**src/rtl/cordic_alu_sequencer_if.sv**
```systemverilog
// cordic_alu_sequencer_if
//   Request/response and shared-ALU/ROM bus of the CORDIC sequencer.
//   slave  : the sequencer (takes START/X/Y/Z_IN, ALU_RESULT, ATAN_DATA;
//            drives BUSY, DONE, X/Y/Z_OUT, ALU operands, ATAN_ADDR)
//   master : the surrounding system (requester + ALU + arctan ROM)
interface cordic_alu_sequencer_if #(
    parameter int FIXED_POINT = 16,
    parameter int ITERATIONS  = 16
);
    localparam int AW = (ITERATIONS > 1) ? $clog2(ITERATIONS) : 1;

    logic                   START;
    logic [FIXED_POINT-1:0] X_IN, Y_IN, Z_IN;
    logic                   BUSY;
    logic                   DONE;
    logic [FIXED_POINT-1:0] X_OUT, Y_OUT, Z_OUT;
    logic [FIXED_POINT-1:0] ALU_OPERAND_A, ALU_OPERAND_B;
    logic                   ALU_ADD_SUB;
    logic [FIXED_POINT-1:0] ALU_RESULT;
    logic [AW-1:0]          ATAN_ADDR;
    logic [FIXED_POINT-1:0] ATAN_DATA;

    modport slave (
        input  START, X_IN, Y_IN, Z_IN, ALU_RESULT, ATAN_DATA,
        output BUSY, DONE, X_OUT, Y_OUT, Z_OUT,
               ALU_OPERAND_A, ALU_OPERAND_B, ALU_ADD_SUB, ATAN_ADDR
    );

    modport master (
        output START, X_IN, Y_IN, Z_IN, ALU_RESULT, ATAN_DATA,
        input  BUSY, DONE, X_OUT, Y_OUT, Z_OUT,
               ALU_OPERAND_A, ALU_OPERAND_B, ALU_ADD_SUB, ATAN_ADDR
    );
endinterface

```
**src/rtl/cordic_alu_sequencer.sv**
```systemverilog
// cordic_alu_sequencer
//   Iterative rotation-mode CORDIC controller time-sharing one add/sub ALU.
//   Each micro-rotation takes three cycles: CALC_X, CALC_Y, CALC_Z.
//   Ports:
//     CLK  - clock, rising edge
//     RST  - synchronous active-low reset
//     bus  - cordic_alu_sequencer_if.slave (request, result, ALU, ROM)
module cordic_alu_sequencer #(
    parameter int FIXED_POINT = 16,
    parameter int ITERATIONS  = 16
) (
    input  logic                   CLK,
    input  logic                   RST,
    cordic_alu_sequencer_if.slave  bus
);
    localparam int AW = (ITERATIONS > 1) ? $clog2(ITERATIONS) : 1;

    typedef enum logic [2:0] {IDLE, CALC_X, CALC_Y, CALC_Z, FINISH} state_t;

    state_t                 state;
    logic [AW-1:0]          iter;
    logic [FIXED_POINT-1:0] x, y, z, x_tmp;
    logic                   busy, done;

    // Rotation direction comes from Z, which only changes at the CALC_Z edge,
    // so it is stable across all three phases of an iteration.
    logic d;
    assign d = z[FIXED_POINT-1];

    logic [FIXED_POINT-1:0] x_sh, y_sh;
    assign x_sh = $signed(x) >>> iter;
    assign y_sh = $signed(y) >>> iter;

    // Shared ALU bus is a pure decode of the current phase.
    always_comb begin
        bus.ALU_OPERAND_A = '0;
        bus.ALU_OPERAND_B = '0;
        bus.ALU_ADD_SUB   = 1'b0;
        case (state)
            CALC_X: begin
                bus.ALU_OPERAND_A = x;
                bus.ALU_OPERAND_B = y_sh;
                bus.ALU_ADD_SUB   = ~d;
            end
            CALC_Y: begin
                // x still holds the pre-iteration value; new X sits in x_tmp
                bus.ALU_OPERAND_A = y;
                bus.ALU_OPERAND_B = x_sh;
                bus.ALU_ADD_SUB   = d;
            end
            CALC_Z: begin
                bus.ALU_OPERAND_A = z;
                bus.ALU_OPERAND_B = bus.ATAN_DATA;
                bus.ALU_ADD_SUB   = ~d;
            end
            default: ;
        endcase
    end

    always_ff @(posedge CLK) begin
        if (!RST) begin
            state <= IDLE;
            iter  <= '0;
            x     <= '0;
            y     <= '0;
            z     <= '0;
            x_tmp <= '0;
            busy  <= 1'b0;
            done  <= 1'b0;
        end else begin
            case (state)
                IDLE: begin
                    if (bus.START) begin
                        x     <= bus.X_IN;
                        y     <= bus.Y_IN;
                        z     <= bus.Z_IN;
                        iter  <= '0;
                        busy  <= 1'b1;
                        state <= CALC_X;
                    end
                end
                CALC_X: begin
                    x_tmp <= bus.ALU_RESULT;
                    state <= CALC_Y;
                end
                CALC_Y: begin
                    y     <= bus.ALU_RESULT;
                    state <= CALC_Z;
                end
                CALC_Z: begin
                    z <= bus.ALU_RESULT;
                    x <= x_tmp;
                    if (iter == AW'(ITERATIONS - 1)) begin
                        done  <= 1'b1;
                        state <= FINISH;
                    end else begin
                        iter  <= iter + 1'b1;
                        state <= CALC_X;
                    end
                end
                FINISH: begin
                    done  <= 1'b0;
                    busy  <= 1'b0;
                    state <= IDLE;
                end
                default: state <= IDLE;
            endcase
        end
    end

    assign bus.X_OUT     = x;
    assign bus.Y_OUT     = y;
    assign bus.Z_OUT     = z;
    assign bus.BUSY      = busy;
    assign bus.DONE      = done;
    assign bus.ATAN_ADDR = iter;

endmodule

```
**src/flat_wrapper.sv**
```systemverilog
// flat-port wrapper written by rule: the top's interface ports become plain ports
module cordic_alu_sequencer_flat 
#(
    parameter int FIXED_POINT = 16,
    parameter int ITERATIONS  = 16
)
  (CLK, RST, bus_START, bus_X_IN, bus_Y_IN, bus_Z_IN, bus_ALU_RESULT, bus_ATAN_DATA, bus_BUSY, bus_DONE, bus_X_OUT, bus_Y_OUT, bus_Z_OUT, bus_ALU_OPERAND_A, bus_ALU_OPERAND_B, bus_ALU_ADD_SUB, bus_ATAN_ADDR);
  cordic_alu_sequencer_if #(.FIXED_POINT(FIXED_POINT), .ITERATIONS(ITERATIONS)) bus_i ();
  input  logic CLK;
  input  logic RST;
  input wire logic [$bits(bus_i.START)-1:0] bus_START;
  input wire logic [$bits(bus_i.X_IN)-1:0] bus_X_IN;
  input wire logic [$bits(bus_i.Y_IN)-1:0] bus_Y_IN;
  input wire logic [$bits(bus_i.Z_IN)-1:0] bus_Z_IN;
  input wire logic [$bits(bus_i.ALU_RESULT)-1:0] bus_ALU_RESULT;
  input wire logic [$bits(bus_i.ATAN_DATA)-1:0] bus_ATAN_DATA;
  output wire logic [$bits(bus_i.BUSY)-1:0] bus_BUSY;
  output wire logic [$bits(bus_i.DONE)-1:0] bus_DONE;
  output wire logic [$bits(bus_i.X_OUT)-1:0] bus_X_OUT;
  output wire logic [$bits(bus_i.Y_OUT)-1:0] bus_Y_OUT;
  output wire logic [$bits(bus_i.Z_OUT)-1:0] bus_Z_OUT;
  output wire logic [$bits(bus_i.ALU_OPERAND_A)-1:0] bus_ALU_OPERAND_A;
  output wire logic [$bits(bus_i.ALU_OPERAND_B)-1:0] bus_ALU_OPERAND_B;
  output wire logic [$bits(bus_i.ALU_ADD_SUB)-1:0] bus_ALU_ADD_SUB;
  output wire logic [$bits(bus_i.ATAN_ADDR)-1:0] bus_ATAN_ADDR;
  assign bus_i.START = bus_START;
  assign bus_i.X_IN = bus_X_IN;
  assign bus_i.Y_IN = bus_Y_IN;
  assign bus_i.Z_IN = bus_Z_IN;
  assign bus_i.ALU_RESULT = bus_ALU_RESULT;
  assign bus_i.ATAN_DATA = bus_ATAN_DATA;
  assign bus_BUSY = bus_i.BUSY;
  assign bus_DONE = bus_i.DONE;
  assign bus_X_OUT = bus_i.X_OUT;
  assign bus_Y_OUT = bus_i.Y_OUT;
  assign bus_Z_OUT = bus_i.Z_OUT;
  assign bus_ALU_OPERAND_A = bus_i.ALU_OPERAND_A;
  assign bus_ALU_OPERAND_B = bus_i.ALU_OPERAND_B;
  assign bus_ALU_ADD_SUB = bus_i.ALU_ADD_SUB;
  assign bus_ATAN_ADDR = bus_i.ATAN_ADDR;
  cordic_alu_sequencer #(.FIXED_POINT(FIXED_POINT), .ITERATIONS(ITERATIONS)) u_core (.CLK(CLK), .RST(RST), .bus(bus_i));
endmodule
```
**config.mk**
```make
export PLATFORM = sky130hd
export DESIGN_NAME = cordic_alu_sequencer_flat
export DESIGN_NICKNAME = d
export VERILOG_FILES = /design/src/rtl/cordic_alu_sequencer_if.sv /design/src/rtl/cordic_alu_sequencer.sv /design/src/flat_wrapper.sv
export SDC_FILE = /design/constraint.sdc
export NUM_CORES = 1
export LEC_CHECK = 0
export ABC_AREA = 1
export CAP_MARGIN = 20
export CORE_MARGIN = 2
export CORE_UTILIZATION = 36
export DETAILED_ROUTE_END_ITERATION = 7
export GPL_ROUTABILITY_DRIVEN = 0
export PLACE_DENSITY = 0.69
export SLEW_MARGIN = 20
export SYNTH_ARGS = -nofsm -noshare
export SYNTH_HDL_FRONTEND = slang
export SYNTH_SLANG_ARGS = --single-unit
```
**constraint.sdc**
```tcl
create_clock -name CLK -period 2.4 [get_ports CLK]
set_input_delay 0.24 -clock CLK [delete_from_list [all_inputs] [get_ports CLK]]
set_output_delay 0.24 -clock CLK [all_outputs]
set_load 0.05 [all_outputs]
```
Word level (Yosys, flattened, before mapping)
Cells that the tools add are included.
{ "classes": {"n_eq_ne": 8, "shifts": 2, "muxes": 19, "n_reduce_logical": 11, "n_bitwise": 1, "add_sub_neg": 1} }
{ "ops": {"columns": ["op", "n"], "rows": [
  ["case mux 16 bit (2 select lines)", 3],
  ["case mux 16 bit (3 select lines)", 2],
  ["2-to-1 mux 16 bit", 3],
  [">>> shifter 16 x 4 -> 16 bit", 2],
  ["case mux 3 bit (4 select lines)", 1],
  ["2-to-1 mux 4 bit", 2],
  ["case mux 4 bit (2 select lines)", 1],
  ["AND reduction 2 bit", 4],
  ["nonzero test 2 bit", 4],
  ["== test 3 x 2 -> 1 bit, second input constant", 2],
  ["2-to-1 mux 3 bit", 2],
  ["case mux 1 bit (2 select lines)", 3],
  ["adder 4 x 1 -> 4 bit, second input constant", 1],
  ["== test 4 bit, second input constant", 1],
  ["inequality test 2 bit, second input constant", 2],
  ["== test 3 x 1 -> 1 bit, second input constant", 1],
  ["== test 3 bit, second input constant", 1],
  ["logical NOT 3 bit", 1],
  ["AND reduction 3 bit", 1],
  ["2-to-1 mux 1 bit", 2],
  ["inequality test 2 x 1 -> 1 bit, second input constant", 1],
  ["OR reduction 2 bit", 1],
  ["NOT 1 bit", 1]
]} }
{ "totals": {"input_bits": 83, "elab_cells": 50, "out_inout_bits": 87, "regBits": 73} }

Depth between registers and ports, before layout
Gate-level depths: netlist of the first run.
{ "logic_depth": {"depth_word": 3, "depth_mapped": 12, "mapped_depth_nobuf": 11} }

Worst setup path before layout of the first run
No wires, ideal clock.
{ "synth_timing": {"path_type": "register to output", "from": "register u_core.state[2]", "to": "output port bus_ALU_ADD_SUB", "t_arrival_ps": 2203, "t_required_ps": 2160, "setup_slack_ps": -43, "path_stages_with_launch": 7, "n_path_buf": 3, "cell_sequence": "dfxtp_1 > nor2_4 > nand2_4 > buf_4 > buf_2 > buf_2 > o21ai_0"} }
{ "synth_between": {"elab_chain_cells": 3, "word_cells_on_any_way": 5, "classes_between": "eq/ne (3); mux (1); reduce/logical (1)"} }
{ "synth_lines": {"columns": ["element", "line", "text"], "rows": [
  ["start, declared", "cordic_alu_sequencer.sv:20", "state_t state;"],
  ["start signal, assigned", "cordic_alu_sequencer.sv:62", "state <= IDLE;"],
  ["start signal, assigned", "cordic_alu_sequencer.sv:79", "state <= CALC_X;"],
  ["start signal, assigned", "cordic_alu_sequencer.sv:84", "state <= CALC_Y;"],
  ["== test 3 x 1 -> 1 bit or == test 3 x 2 -> 1 bit (tied branches)", "cordic_alu_sequencer.sv:39", "case (state)"],
  ["OR reduction 2 bit (no line)", null, null],
  ["case mux 1 bit (2 select lines) (*)", "cordic_alu_sequencer.sv:39", null],
  ["end, declared", "flat_wrapper.sv:24", "output wire logic [$bits(bus_i.ALU_ADD_SUB)-1:0] bus_ALU_ADD_SUB;"]
]} }
Mark *: on every way between the ends. The rest lies on a longest branch, timed or not.

Worst setup path after layout of the first run
{ "layout_timing": {"from": "register u_core.state[2]", "to": "output port bus_ALU_OPERAND_B[0]"} }
{ "layout_between": {"elab_chain_cells": 2, "word_cells_on_any_way": 4, "classes_between": "eq/ne (3); mux (1)"} }
{ "layout_lines": {"columns": ["element", "line", "text"], "rows": [
  ["== test 3 x 2 -> 1 bit or == test 3 x 1 -> 1 bit (tied branches)", "cordic_alu_sequencer.sv:39", null],
  ["case mux 16 bit (3 select lines) (*)", "cordic_alu_sequencer.sv:39", null],
  ["end, declared", "flat_wrapper.sv:23", "output wire logic [$bits(bus_i.ALU_OPERAND_B)-1:0] bus_ALU_OPERAND_B;"]
]} }
Marks and branches as above.

==> flow_summary.json, run 1 <==
{
  "slew_viol_final": 0,
  "min_path_cells": 2,
  "power.share.sequential_pct": 27.8,
  "fillerInstances": 1011,
  "hold_class": "register to register",
  "p_leak_nw": 2.79,
  "area_growth_pct": 60.0,
  "cts_buffers": 9,
  "layout-drive-gt1-share_pct": 13.8,
  "cp-start-kind": "register",
  "cp_slowest_cell": "dfxtp_2",
  "clockPowerShare_pct": 25.6,
  "switching_power_mw": 2.13,
  "critPathMaxStageDelay_ns": 0.35,
  "path_max_fanout": 10,
  "comb_power_share_pct": 46.6,
  "drt_iter0_markers": 349,
  "syn_area_per_cell_um2": 6.74,
  "path_buf_inv": 3,
  "fp.dieH_um": 113,
  "num_rows": 39,
  "clk_pin_slew_ns": 0.05,
  "drt-wirelength-per-cell_um": 17.6,
  "reg2reg_from": "u_core.state[2]$_SDFFE_PN0P_",
  "reg2regPathDepth": 9,
  "detail_route.drc_violations": 9,
  "syn_inst": 637,
  "p_total_mw": 5.27,
  "fmax_mhz": 421,
  "holdPathEnd": "u_core.bus.BUSY$_SDFFE_PN0P_",
  "cp.arrival_ns": 2.13,
  "critPathRequiredTime_ns": 2.16,
  "regArea_mm2": 0.00147,
  "dpl.hpwl_um": 12100,
  "floorplan.die_area_mm2": 0.0128,
  "postCtsHoldBufs": 0,
  "ir_drop_mv": 0.394,
  "vias": 5220,
  "grt_pass1_vias": 4939,
  "synth_cell_types": 30,
  "cp_common_cell": "nand3_1",
  "pre_cts_ws_ns": 0.265,
  "wirelength_um": 16400,
  "layout_common_cells": "clkdlybuf4s50_1 (136), nand2_1 (123), nand3_1 (102), dfxtp_1 (70), inv_1 (68)",
  "synth_area_leaders": "dfxtp_1 (34%), nand3_1 (14%), nand2_1 (12%)",
  "p_sw_share_pct": 40.4,
  "violations": "design-rule violations",
  "critical_path.top_delay_family": "simple AND/OR/NAND/NOR gates",
  "crit_chain": "nor2_4 > buf_4 > clkbuf_16 > nand3_1 > nand3_1 > nand3_1 > nand3_2 > nand3_1 > nand3_1 > nand2_1 > buf_12",
  "grt_pass1_wl_um": 25500,
  "vias_per_cell": 5.60,
  "core_region_area_mm2": 0.0115,
  "multiInputGateArea_mm2": 0.00244,
  "regToRegSetupSlack_ns": 0.34,
  "grt_max_degree": 45,
  "start_util_pct": 37.3,
  "cts.sinks": 73,
  "synth_area_mm2": 0.00429,
  "status": "finished with violations",
  "track_usage_pct": 24.6,
  "place_inst": 913,
  "rsz0062_at_grt": "true",
  "synth_nets": 721,
  "postRouteAntennaNets": 0,
  "maxSlewHeadroom_pct": 51.3,
  "worstMarginPinSlew_ns": 0.730,
  "cp-end-kind": "output port",
  "setup_slack_ns": 0.0271,
  "antenna_cells": 0,
  "setup_viol": 0,
  "fin_nets": 869,
  "overflow": 0,
  "antenna_found_initial": 0,
  "r2r-end": "u_core.bus.Z_OUT[15]$_SDFFE_PN0P_",
  "critical_path_class": "register to output port",
  "ioPinCount": 170,
  "power_density_mw_per_mm2": 767,
  "clockBufferDepth": 2,
  "final.period_utilization_pct": 98.9,
  "port_buffers": 169,
  "drt_pass1_iterations": 6,
  "die_x_um": 113,
  "synth_top_area_cell": "dfxtp_1",
  "intPower_mw": 3.14,
  "yosysWarnings": 0,
  "hold_path.startpoint": "u_core.bus.BUSY$_SDFFE_PN0P_",
  "cts_tree": "done",
  "hold_viol": 0,
  "final_cells": 932,
  "yosysTopAreaCellShare_pct": 34.0,
  "finalCriticalPeriod_ns": 2.37,
  "fin_worst_skew_ns": 0.00680,
  "synth_seq_cells": 73,
  "root_buffer": "clkbuf_16",
  "layout.cells.most_common": "clkdlybuf4s50_1",
  "max_cap_viol_count": 0,
  "yosysSeqAreaShare_pct": 34.0,
  "clk_latency_ns": 0.33,
  "htreeDepth": 3,
  "finalSetupTns_ns": 0
}
[cells in the mapped netlist (all sizes together)]
cell,instances
o22ai,1
dfxtp,73
o21ai,24
buf,29
inv,74
o221ai,41
nand4,1
nor2,24
a31oi,5
nand3,118
a22oi,2
a211oi,33
ha,1
clkbuf,21
o31ai,1
a21oi,50
nand2,134
nor3,3
clkinv,2
[how the worst max path moves through the flow]
stage / depth (start not counted) / endpoint / start
floorplan: 4 / bus_ALU_OPERAND_B[15] / u_core.bus.Y_OUT[15]$_SDFFE_PN0P_
global placement: 12 / bus_ALU_OPERAND_B[7] / u_core.state[2]$_SDFFE_PN0P_
detailed placement: 9 / u_core.bus.Z_OUT[15]$_SDFFE_PN0P_ / u_core.state[2]$_SDFFE_PN0P_
CTS: 6 / bus_ALU_OPERAND_A[15] / u_core.state[2]$_SDFFE_PN0P_
global route: 11 / bus_ALU_OPERAND_B[8] / u_core.state[2]$_SDFFE_PN0P_
finish: 11 / bus_ALU_OPERAND_B[0] / u_core.state[2]$_SDFFE_PN0P_
[power groups by stage]
stage / Sequential, mW / Combinational, mW / Clock [mW]
floorplan: 1.83 / 1.06 / 0
global placement: 1.48 / 2.33 / 0
detailed placement: 1.48 / 2.35 / 0
CTS: 1.46 / 2.36 / 1.36
global route: 1.48 / 2.60 / 1.42
finish: 1.46 / 2.46 / 1.35
[flip-flops by register name, indices dropped and copies added, names as in the netlist]
register              count
u_core.bus.Y_OUT         16
u_core.bus.Z_OUT         16
u_core.state              3
u_core.bus.ATAN_ADDR      4
u_core.bus.DONE           1
u_core.bus.BUSY           1
u_core.bus.X_OUT         16
u_core.x_tmp             16
[layout make-up]
class / instances / area share [%]
Multi-Input combinational cell: 439 / 35.5
Timing Repair Buffer: 186 / 32.0
Sequential cell: 73 / 21.4
Inverter: 76 / 4.17
Clock buffer: 13 / 3.79
Tap cell: 143 / 2.60
Clock inverter: 2 / 0.546
[per-stage QoR]
step / hold slack (ns) / utilization, % / instance area (um2)
after floorplan: 0.389 / - / 4290
after global placement: 0.464 / 55.2 / 6360
after detailed placement: 0.470 / 55.2 / 6360
after CTS: 0.478 / 58.0 / 6680
after global routing: 0.500 / 59.6 / 6870
final: 0.475 / 59.6 / 6870
[repair_timing]
| action | CTS | global route |
|---|---|---|
| endpoints found under the setup margin | 5 | 26 |
| cloned | 0 | 2 |
| pin swaps | 1 | 3 |
| gates resized for setup | 6 | 32 |
| hold endpoints to repair | 0 | 0 |
| setup buffers | 0 | 2 |
[layer usage]
layer  vias up  GRT usage (%)  part of all wire [%]
met5         -              0                     0
met4         0           6.42                   1.5
met3        23           4.66                   8.2
met2       269           39.1                    47
met1      2415           34.4                    44
li1       2513              -                     -
[kinds of logic after synthesis]
group | Yosys count | synth area share [%]
AO/OA/AOI/OAI | 157 | 24.5
AND/OR/NAND/NOR | 280 | 28.9
flip-flops | 73 | 34.0
buffers and inverters | 126 | 12.3
adder cells (fa/ha/maj) | 1 | 0.291
[tightest hold or removal path, delay by kind of cell (launching register included)]
kind                   cells  cell delay, ns
AO/OA/AOI/OAI              1            0.07
buffers and inverters      1            0.05
flip-flops                 1            0.31
(Power assumes the default switching activity.)
==> inputs of run 2 (changes only) <==
--- a/config.mk
+++ b/config.mk
@@ -7,10 +7,11 @@
 export LEC_CHECK = 0
 export ABC_AREA = 1
 export CAP_MARGIN = 20
-export CORE_MARGIN = 2
+export CORE_MARGIN = 4
 export CORE_UTILIZATION = 36
 export DETAILED_ROUTE_END_ITERATION = 7
 export GPL_ROUTABILITY_DRIVEN = 0
+export MAX_ROUTING_LAYER = met4
 export PLACE_DENSITY = 0.69
 export SLEW_MARGIN = 20
 export SYNTH_ARGS = -nofsm -noshare
==> flow_summary.json, run 2 (same netlist as run 1, synthesis figures left out) <==
{
  "status": "finished clean",
  "path_max_fanout": 6,
  "dpl.hpwl_um": 12600,
  "vias_per_cell": 5.54,
  "pre_cts_ws_ns": 0.231,
  "place_inst": 914,
  "num_rows": 39,
  "p_leak_nw": 2.80,
  "area_growth_pct": 60.4,
  "grt_pass1_vias": 5036,
  "detail_route.drc_violations": 0,
  "drt-wirelength-per-cell_um": 18.2,
  "fp.dieH_um": 117,
  "htreeDepth": 3,
  "antenna_cells": 0,
  "fin_nets": 874,
  "layout-drive-gt1-share_pct": 12.3,
  "layout_common_cells": "clkdlybuf4s50_1 (136), nand2_1 (130), nand3_1 (112), dfxtp_1 (70), inv_1 (68)",
  "core_region_area_mm2": 0.0116,
  "hold_viol": 0,
  "vias": 5194,
  "track_usage_pct": 24.7,
  "clk_latency_ns": 0.33,
  "fin_worst_skew_ns": 0.00846,
  "ioPinCount": 170,
  "utilization_pct": 59.6,
  "rsz0062_at_grt": "true",
  "cp.arrival_ns": 2.07,
  "power_density_mw_per_mm2": 779,
  "start_util_pct": 37.1,
  "die_x_um": 117,
  "cp-end-kind": "output port",
  "cts_tree": "done",
  "maxSlewHeadroom_pct": 60.5,
  "final.period_utilization_pct": 96.3,
  "hold_class": "register to register",
  "ir_drop_mv": 0.371,
  "setup_viol": 0,
  "grt_pass1_wl_um": 26000,
  "grt_max_degree": 45,
  "clockBufferDepth": 2,
  "floorplan.die_area_mm2": 0.0137,
  "antenna_found_initial": 0,
  "cp-start-kind": "register",
  "overflow": 0,
  "finalCriticalPeriod_ns": 2.31,
  "cts_buffers": 9,
  "final_cells": 937,
  "root_buffer": "clkbuf_16",
  "drt_iter0_markers": 450,
  "critPathRequiredTime_ns": 2.16,
  "layout.cells.most_common": "clkdlybuf4s50_1",
  "finalSetupTns_ns": 0,
  "fmax_mhz": 433,
  "clk_pin_slew_ns": 0.06,
  "critical_path_class": "register to output port",
  "cts.sinks": 73,
  "p_total_mw": 5.36,
  "setup_slack_ns": 0.0881,
  "max_cap_viol_count": 0,
  "port_buffers": 169,
  "worstMarginPinSlew_ns": 0.591,
  "drt_pass1_iterations": 5,
  "wirelength_um": 17000,
  "postRouteAntennaNets": 0,
  "slew_viol_final": 0
}
-- run 2: stage by stage --
stage | hold slack (ns) | cell area (um2)
2_1_floorplan | 0.389 | 4290
3_3_place_gp | 0.464 | 6370
3_5_place_dp | 0.462 | 6370
4_1_cts | 0.476 | 6710
5_1_grt | 0.496 | 6890
6_report | 0.473 | 6890
-- run 2: final cells by class --
cell class / count / area (um2)
clock buffer: 10 / 239
clock inverter: 5 / 80.1
multi-input combinational: 439 / 2380
fill: 1041 / 4680
timing repair buffer: 191 / 2250
inverter: 76 / 292
tap: 143 / 179
sequential: 73 / 1470
-- run 2: final timing paths --
kind | start | endpoint | slack (ns) | cells after the start
worst min-delay path | u_core.bus.BUSY$_SDFFE_PN0P_ | u_core.bus.BUSY$_SDFFE_PN0P_ | 0.47 | 2
worst min register to register | u_core.bus.BUSY$_SDFFE_PN0P_ | u_core.bus.BUSY$_SDFFE_PN0P_ | 0.47 | 2
worst max register to register | u_core.state[2]$_SDFFE_PN0P_ | u_core.bus.Z_OUT[7]$_SDFFE_PN0P_ | 0.49 | 8
worst max-delay path | u_core.state[2]$_SDFFE_PN0P_ | bus_ALU_OPERAND_B[0] | 0.09 | 12
-- run 2: repair_timing --
action / in CTS / in global routing
gates resized for setup: 3 / 18
setup endpoints to repair: 9 / 15
setup buffers: 1 / 4
cloned: 0 / 3
pin swaps: 1 / 4
hold buffers: 0 / 0
-- run 2: per-layer routing --
metal / global-route usage [%] / vias up / share of wire, %
met3: 4.78 / 13 / 7.4
met4: 5.73 / 0 / 1.2
met5: - / - / 0
li1: - / 2511 / -
met1: 32.5 / 2427 / 44
met2: 39.1 / 243 / 48
-- run 2: power breakdown --
group	internal [mW]	switching [mW]	total, mW	leakage [nW]
registers	1.36	0.113	1.47	0.604
clock network	0.930	0.499	1.43	0.151
logic	0.929	1.53	2.46	2.04
-- run 2: critical path, cell delays in order (launching register included) --
cell,delay [ns]
dfxtp_2,0.36
nor2_4,0.16
buf_12,0.15
buf_4,0.14
nand2_8,0.08
nand2_1,0.08
nand3_1,0.08
nand3_1,0.11
nand3_1,0.09
nand3_1,0.13
nand3_1,0.12
nand2_2,0.10
buf_12,0.13
